`config.mk`:
```
export PLATFORM = sky130hd
export DESIGN_NAME = amostrador_numero
export DESIGN_NICKNAME = d
export VERILOG_FILES = /design/src/rtl/numero_pkg.sv /design/src/rtl/acumulador_coluna.sv /design/src/rtl/amostrador_numero.sv
export SDC_FILE = /design/constraint.sdc
export NUM_CORES = 2
export LEC_CHECK = 0
export BUFFER_PORTS_ARGS = -buffer_cell sky130_fd_sc_hd__buf_2
export CORE_MARGIN = 2
export CORE_UTILIZATION = 54
export CTS_BUF_LIST = sky130_fd_sc_hd__clkbuf_8
export CTS_CLUSTER_SIZE = 40
export DETAILED_ROUTE_END_ITERATION = 6
export GPL_ROUTABILITY_DRIVEN = 1
export GPL_TIMING_DRIVEN = 0
export PLACE_DENSITY = 0.83
export SYNTH_ARGS = -nofsm -noshare
export SYNTH_HDL_FRONTEND = slang
export SYNTH_SLANG_ARGS = --single-unit
```
`constraint.sdc`:
```
create_clock -name clk -period 70.8 [get_ports clk]
set_input_delay 14.16 -clock clk [delete_from_list [all_inputs] [get_ports clk]]
set_output_delay 14.16 -clock clk [all_outputs]
set_load 0.05 [all_outputs]
```
`src/rtl/numero_pkg.sv`:
```
// Shared definitions for the digit-grid sampler.
//   N_CELULAS : cells per grid side
//   PIXEL_W   : grey-level width
//   grade_t   : full 11x11 grid of 8-bit cells, indexed [row][column]
//   linha_t   : one grid row of 11 cells
//   estado_t  : capture FSM state
package numero_pkg;

    localparam int unsigned N_CELULAS = 11;
    localparam int unsigned PIXEL_W   = 8;

    typedef logic [N_CELULAS-1:0][N_CELULAS-1:0][PIXEL_W-1:0] grade_t;
    typedef logic [N_CELULAS-1:0][PIXEL_W-1:0]                linha_t;

    typedef enum logic [1:0] {
        OCIOSO  = 2'd0,
        ARMADO  = 2'd1,
        CAPTURA = 2'd2
    } estado_t;

endpackage

```
`src/rtl/acumulador_coluna.sv`:
```
// Bank of 11 cell accumulators, one per grid column.
//   clk, reset  : clock, asynchronous active-high reset
//   reiniciar   : discard the stored sums before adding this cycle's pixel
//   somar       : add pixel into accumulator `coluna`
//   descarregar : clear all accumulators after this cycle (row flush)
//   coluna      : target column for the add
//   pixel       : grey level to add
//   medias      : per-column average including this cycle's add (truncating)
module acumulador_coluna
    import numero_pkg::*;
#(
    parameter int unsigned LOG_CELL = 2
) (
    input  logic                                clk,
    input  logic                                reset,
    input  logic                                reiniciar,
    input  logic                                somar,
    input  logic                                descarregar,
    input  logic [3:0]                          coluna,
    input  logic [PIXEL_W-1:0]                  pixel,
    output logic [N_CELULAS-1:0][PIXEL_W-1:0]   medias
);

    // A cell holds at most 2^(2*LOG_CELL) pixels of 255, so this never overflows.
    localparam int unsigned ACC_W = PIXEL_W + 2 * LOG_CELL;

    logic [N_CELULAS-1:0][ACC_W-1:0] acc_q;
    logic [N_CELULAS-1:0][ACC_W-1:0] soma;

    always_comb begin
        for (int i = 0; i < N_CELULAS; i++) begin
            soma[i] = reiniciar ? '0 : acc_q[i];
            if (somar && coluna == 4'(i)) begin
                soma[i] = soma[i] + ACC_W'(pixel);
            end
            // Dividing by the cell area is just dropping the low bits.
            medias[i] = soma[i][2*LOG_CELL +: PIXEL_W];
        end
    end

    always_ff @(posedge clk or posedge reset) begin
        if (reset) begin
            acc_q <= '0;
        end else if (descarregar) begin
            acc_q <= '0;
        end else begin
            acc_q <= soma;
        end
    end

endmodule

```
`src/rtl/amostrador_numero.sv`:
```
// Captures an 11x11 grid of box-averaged grey levels from a raster pixel stream.
//   clk, reset    : clock, asynchronous active-high reset
//   inicio        : one-cycle request to capture the next full window
//   pixel         : grey level
//   pixel_valido  : pixel/x/y valid this cycle
//   x, y          : raster coordinates of pixel
//   numero        : captured grid [row][column], changes only on completion
//   pronto        : one-cycle pulse, numero was just updated
//   ocupado       : capture armed or in progress
module amostrador_numero
    import numero_pkg::*;
#(
    parameter int unsigned X0       = 300,
    parameter int unsigned Y0       = 220,
    parameter int unsigned LOG_CELL = 2,
    parameter int unsigned COORD_W  = 10,
    parameter bit          INVERTER = 1'b0
) (
    input  logic                                             clk,
    input  logic                                             reset,
    input  logic                                             inicio,
    input  logic [PIXEL_W-1:0]                               pixel,
    input  logic                                             pixel_valido,
    input  logic [COORD_W-1:0]                               x,
    input  logic [COORD_W-1:0]                               y,
    output logic [N_CELULAS-1:0][N_CELULAS-1:0][PIXEL_W-1:0] numero,
    output logic                                             pronto,
    output logic                                             ocupado
);

    localparam int unsigned CELL = 1 << LOG_CELL;
    localparam int unsigned WIN  = N_CELULAS * CELL;

    estado_t estado_q, estado_d;
    grade_t  sombra_q;
    grade_t  grade_final;
    linha_t  medias;
    linha_t  linha_nova;

    logic [31:0] xe, ye, dx, dy;
    logic [3:0]  coluna, linha;
    logic        dentro, origem, fim_linha, fim_janela;
    logic        reiniciar, somar, descarregar, concluir;

    // Coordinate decode in 32 bits so window bounds never wrap.
    assign xe = 32'(x);
    assign ye = 32'(y);
    assign dx = xe - X0;
    assign dy = ye - Y0;

    assign dentro     = (xe >= X0) && (xe < X0 + WIN) && (ye >= Y0) && (ye < Y0 + WIN);
    assign coluna     = 4'(dx >> LOG_CELL);
    assign linha      = 4'(dy >> LOG_CELL);
    assign origem     = pixel_valido && (xe == X0) && (ye == Y0);
    assign fim_linha  = pixel_valido && dentro && (xe == X0 + WIN - 1)
                        && ((dy & 32'(CELL - 1)) == 32'(CELL - 1));
    assign fim_janela = fim_linha && (ye == Y0 + WIN - 1);

    acumulador_coluna #(
        .LOG_CELL (LOG_CELL)
    ) u_acumulador (
        .clk         (clk),
        .reset       (reset),
        .reiniciar   (reiniciar),
        .somar       (somar),
        .descarregar (descarregar),
        .coluna      (coluna),
        .pixel       (pixel),
        .medias      (medias)
    );

    always_comb begin
        for (int i = 0; i < N_CELULAS; i++) begin
            linha_nova[i] = INVERTER ? (8'hff - medias[i]) : medias[i];
        end
        // The last cell row never passes through the shadow before the output update.
        grade_final                = sombra_q;
        grade_final[N_CELULAS-1]   = linha_nova;
    end

    always_comb begin
        estado_d    = estado_q;
        reiniciar   = 1'b0;
        somar       = 1'b0;
        descarregar = 1'b0;
        concluir    = 1'b0;
        case (estado_q)
            OCIOSO: begin
                if (inicio) estado_d = ARMADO;
            end
            ARMADO: begin
                if (origem) begin
                    reiniciar = 1'b1;
                    somar     = 1'b1;
                    estado_d  = CAPTURA;
                end
            end
            CAPTURA: begin
                if (origem) begin
                    // New frame before the window finished: start over.
                    reiniciar = 1'b1;
                    somar     = 1'b1;
                end else if (pixel_valido && dentro) begin
                    somar       = 1'b1;
                    descarregar = fim_linha;
                    if (fim_janela) begin
                        concluir = 1'b1;
                        estado_d = OCIOSO;
                    end
                end
            end
            default: estado_d = OCIOSO;
        endcase
    end

    always_ff @(posedge clk or posedge reset) begin
        if (reset) begin
            estado_q <= OCIOSO;
            sombra_q <= '0;
            numero   <= '0;
            pronto   <= 1'b0;
        end else begin
            estado_q <= estado_d;
            pronto   <= concluir;
            if (reiniciar) begin
                sombra_q <= '0;
            end else if (descarregar) begin
                sombra_q[linha] <= linha_nova;
            end
            if (concluir) begin
                numero <= grade_final;
            end
        end
    end

    assign ocupado = (estado_q != OCIOSO);

endmodule

```
==> flow_metrics.tcl <==
set metrics [dict create \
    dr.pass1.iters 7 \
    synth_area_sq_um 79710 \
    synth_simple_gate_area_share_pct 21.28 \
    wl_met3_um 56730 \
    wl_met1_um 131100 \
    pwr_density_cell_nw_per_um2 23.27 \
    ioPinCount 1002 \
    antenna_left 0 \
    first_global_vias 72120 \
    period_share_pct 36.04 \
    fin_skew_ps 94.58 \
    critical_path_arrival_ps 26370 \
    overflow 0 \
    drive_gt1_share_pct 15.75 \
    critical_path.endpoint_type "flip-flop" \
    grt_pass1_wl_um 530000 \
    tns_ps 0 \
    synth-edff-count 0 \
    place.gp.congestion 1.054 \
    synth_flop_cell "dfrtp_1" \
    critPathKind "primary input to flip-flop" \
    cp_num_cells 25 \
    fp.coreArea_sq_um 146100 \
    clock_path_buffers 4 \
    path_delay_family "buffers and inverters" \
    async_reset_ff_share_pct 100.0 \
    htree_levels 5 \
    ir_drop_uv 19.29 \
    route.detailed.drc 23 \
    yosys-top-cells-area "dfrtp_1 (62%), nand2_1 (15%), o21ai_0 (5.0%), nand3_1 (3.3%), a21oi_1 (2.9%)" \
    hold_class "flip-flop to flip-flop" \
    critical_path_buf_inv_count 11 \
    synthAdderAreaFrac_pct 1.482 \
    tritoncts "done" \
    vias 77470 \
    cpMaxStageDelayCell "clkbuf_1" \
    die_w_um 388.2 \
    wl_per_cell_um 31.50 \
    cap_viol_max_count 21 \
    cts.reportedPaths.clkPinSlew_ps 60 \
    synth_compound_area_share_pct 10.17 \
    post_cts_resized 0 \
    first_iter_violations 11330 \
    r2r_cells 24 \
    wl_met2_um 159300 \
    setup_viol 0 \
    synth_mux_area_share_pct 0.2307 \
    tightest_slew_ps 1679 \
    routed_wl_um 385800 \
    violations "DRC, capacitance limit, slew limit" \
    final_util_pct 65.18 \
    min_path_cells 2 \
    cts.sinks 1983 \
    synth_top_area_share_pct 62.25 \
    ys_seq_area_share_pct 62.25 \
    cts_buffers 331 \
    yosys_warnings 0 \
    netlist_instances 8576 \
    status "complete, but fails checks" \
    netlist_top_cells_count "nand2_1 (3,105), dfrtp_1 (1,983), o21ai_0 (796)" \
    vias_per_cell 6.326 \
    cp_data_required_time_ps 71650 \
    p_leak_nw 51.50 \
    syn_nets 8667 \
    top_layer_used "met5" \
    synth_top_area_cell "dfrtp_1" \
    synth_top_family_by_area "simple AND/OR/NAND/NOR gates" \
    ys_types 81 \
    nets 10050 \
    path_max_fanout 12 \
    initial_utilization_pct 54.56 \
    hold_violations 0 \
    grt_use_total_pct 50.34 \
    io_buffers 999 \
    finalPower_mw 2.215 \
    max_stage_delay_ps 1160 \
    syn_to_final_growth_pct 19.46 \
    dieArea_sq_um 150700 \
    drv_slew 187 \
    antenna_found_initial 70 \
    grt_max_degree 143 \
    yosysMostFrequentCell "nand2_1" \
    die_h_um 388.2 \
    cp_common_cell "clkbuf_1" \
    synth_xor_area_share_pct 1.460 \
    ctsHoldBuffers 0 \
    ys_seq_elements 1983 \
    start_kind "primary input" \
    slew-limit-headroom_pct -11.93 \
    hpwl_um 282800 \
    max_freq_mhz 39.20 \
    rsz0062_at_grt "false" \
    rows 140 \
    clk_latency_ps 1090 \
    post_cts_buffers 0 \
    synth_area_per_cell_sq_um 9.294 \
    root_buffer "clkbuf_8" \
    finalCriticalPeriod_ps 25510 \
]
==> worst reg2reg max path: cells and delay by family (launching register included) <==
kind	cells	cell delay, ps
AND/OR/NAND/NOR	5	2150
buffers and inverters	10	6480
adder cells (fa/ha/maj)	4	1580
AO/OA/AOI/OAI	5	1630
flip-flops	1	370
==> through the flow <==
stage               area, sq um  hold WS [ps]  setup slack (ps)  instances
global placement          87110         445.9            -17490      11490
detailed placement        88340         450.3             45170      11540
floorplan                 79710         441.0             633.2       8576
finish                    95220         436.9             45290      12250
CTS                       94840         428.6             46220      12100
global route              94930         450.2             45850      12130
==> layer usage <==
metal | up-vias | global-route usage [%]
met2 | 6778 | 69.63
met1 | 37910 | 61.39
met5 | - | 0
met4 | 24 | 42.39
li1 | 31040 | -
met3 | 1716 | 20.52
==> cells in the final DEF (no fill, tap or decap), drive strengths merged, types with 6 or more instances in the layout <==
cell type / instances
a21oi: 457
ha: 48
o21ai: 806
or3: 14
nand4: 10
a21boi: 22
nor2: 371
mux2i: 15
nand2b: 12
nor2b: 7
nor3: 21
diode: 149
o22ai: 6
a211oi: 53
and3: 16
xnor2: 80
clkinvlp: 8
nand2: 3105
and2: 67
o31a: 6
nand3: 532
maj3: 36
nor4: 9
clkbuf: 956
a21o: 26
clkinv: 28
dfrtp: 1983
inv: 145
o31ai: 10
o221ai: 6
fa: 11
xor2: 52
buf: 1119
a31oi: 29
a22oi: 13
bufinv: 8
o211ai: 17
==> power by group <==
part	leakage [nW]	internal (mW)	switching, mW
Combinational	20.1	0.0107	0.0433
Sequential	27.7	1.13	0.000464
Clock	3.73	0.549	0.478
==> cell type report <==
class | instances | area, sq um
clock inverter | 149 | 860.8
tap | 1917 | 2399
fill | 11660 | 50870
timing repair buffer | 1046 | 6020
multi-input combinational | 5934 | 27750
sequential | 1983 | 49620
antenna | 149 | 372.9
clock buffer | 410 | 5643
inverter | 40 | 157.7
buffer | 619 | 2394
==> logic make-up (layout without fill, tap and decap cells) <==
kind of cell,count (synthesis),in the layout
and+or+nand+nor,4197,4197
DFF,1983,1983
AOI/OAI and AO/OA,1492,1492
buffers and inverters,659,2264
xor gates and xnor gates,132,132
adders and majority gates,95,95
muxes,18,18
other,0,149
==> flip-flops by register name, summed over array words and instances, names as in the netlist <==
name                cells
u_acumulador.acc_q    132
estado_q                2
pronto                  1
grade_final           880
numero                968
==> path summary, 6_finish.rpt <==
check	slack (ps)	startpoint	endpoint
worst min-delay path	440	grade_final[501]	numero[501]
min in group asynchronous	13070	reset	numero[660]
max in group asynchronous	54360	reset	grade_final[68]
worst max-delay path	45290	y[3]	grade_final[92]
worst min register to register	440	grade_final[501]	numero[501]
worst max register to register	58390	estado_q[0]	grade_final[92]
No activity file was read; power rests on OpenSTA's default activity.
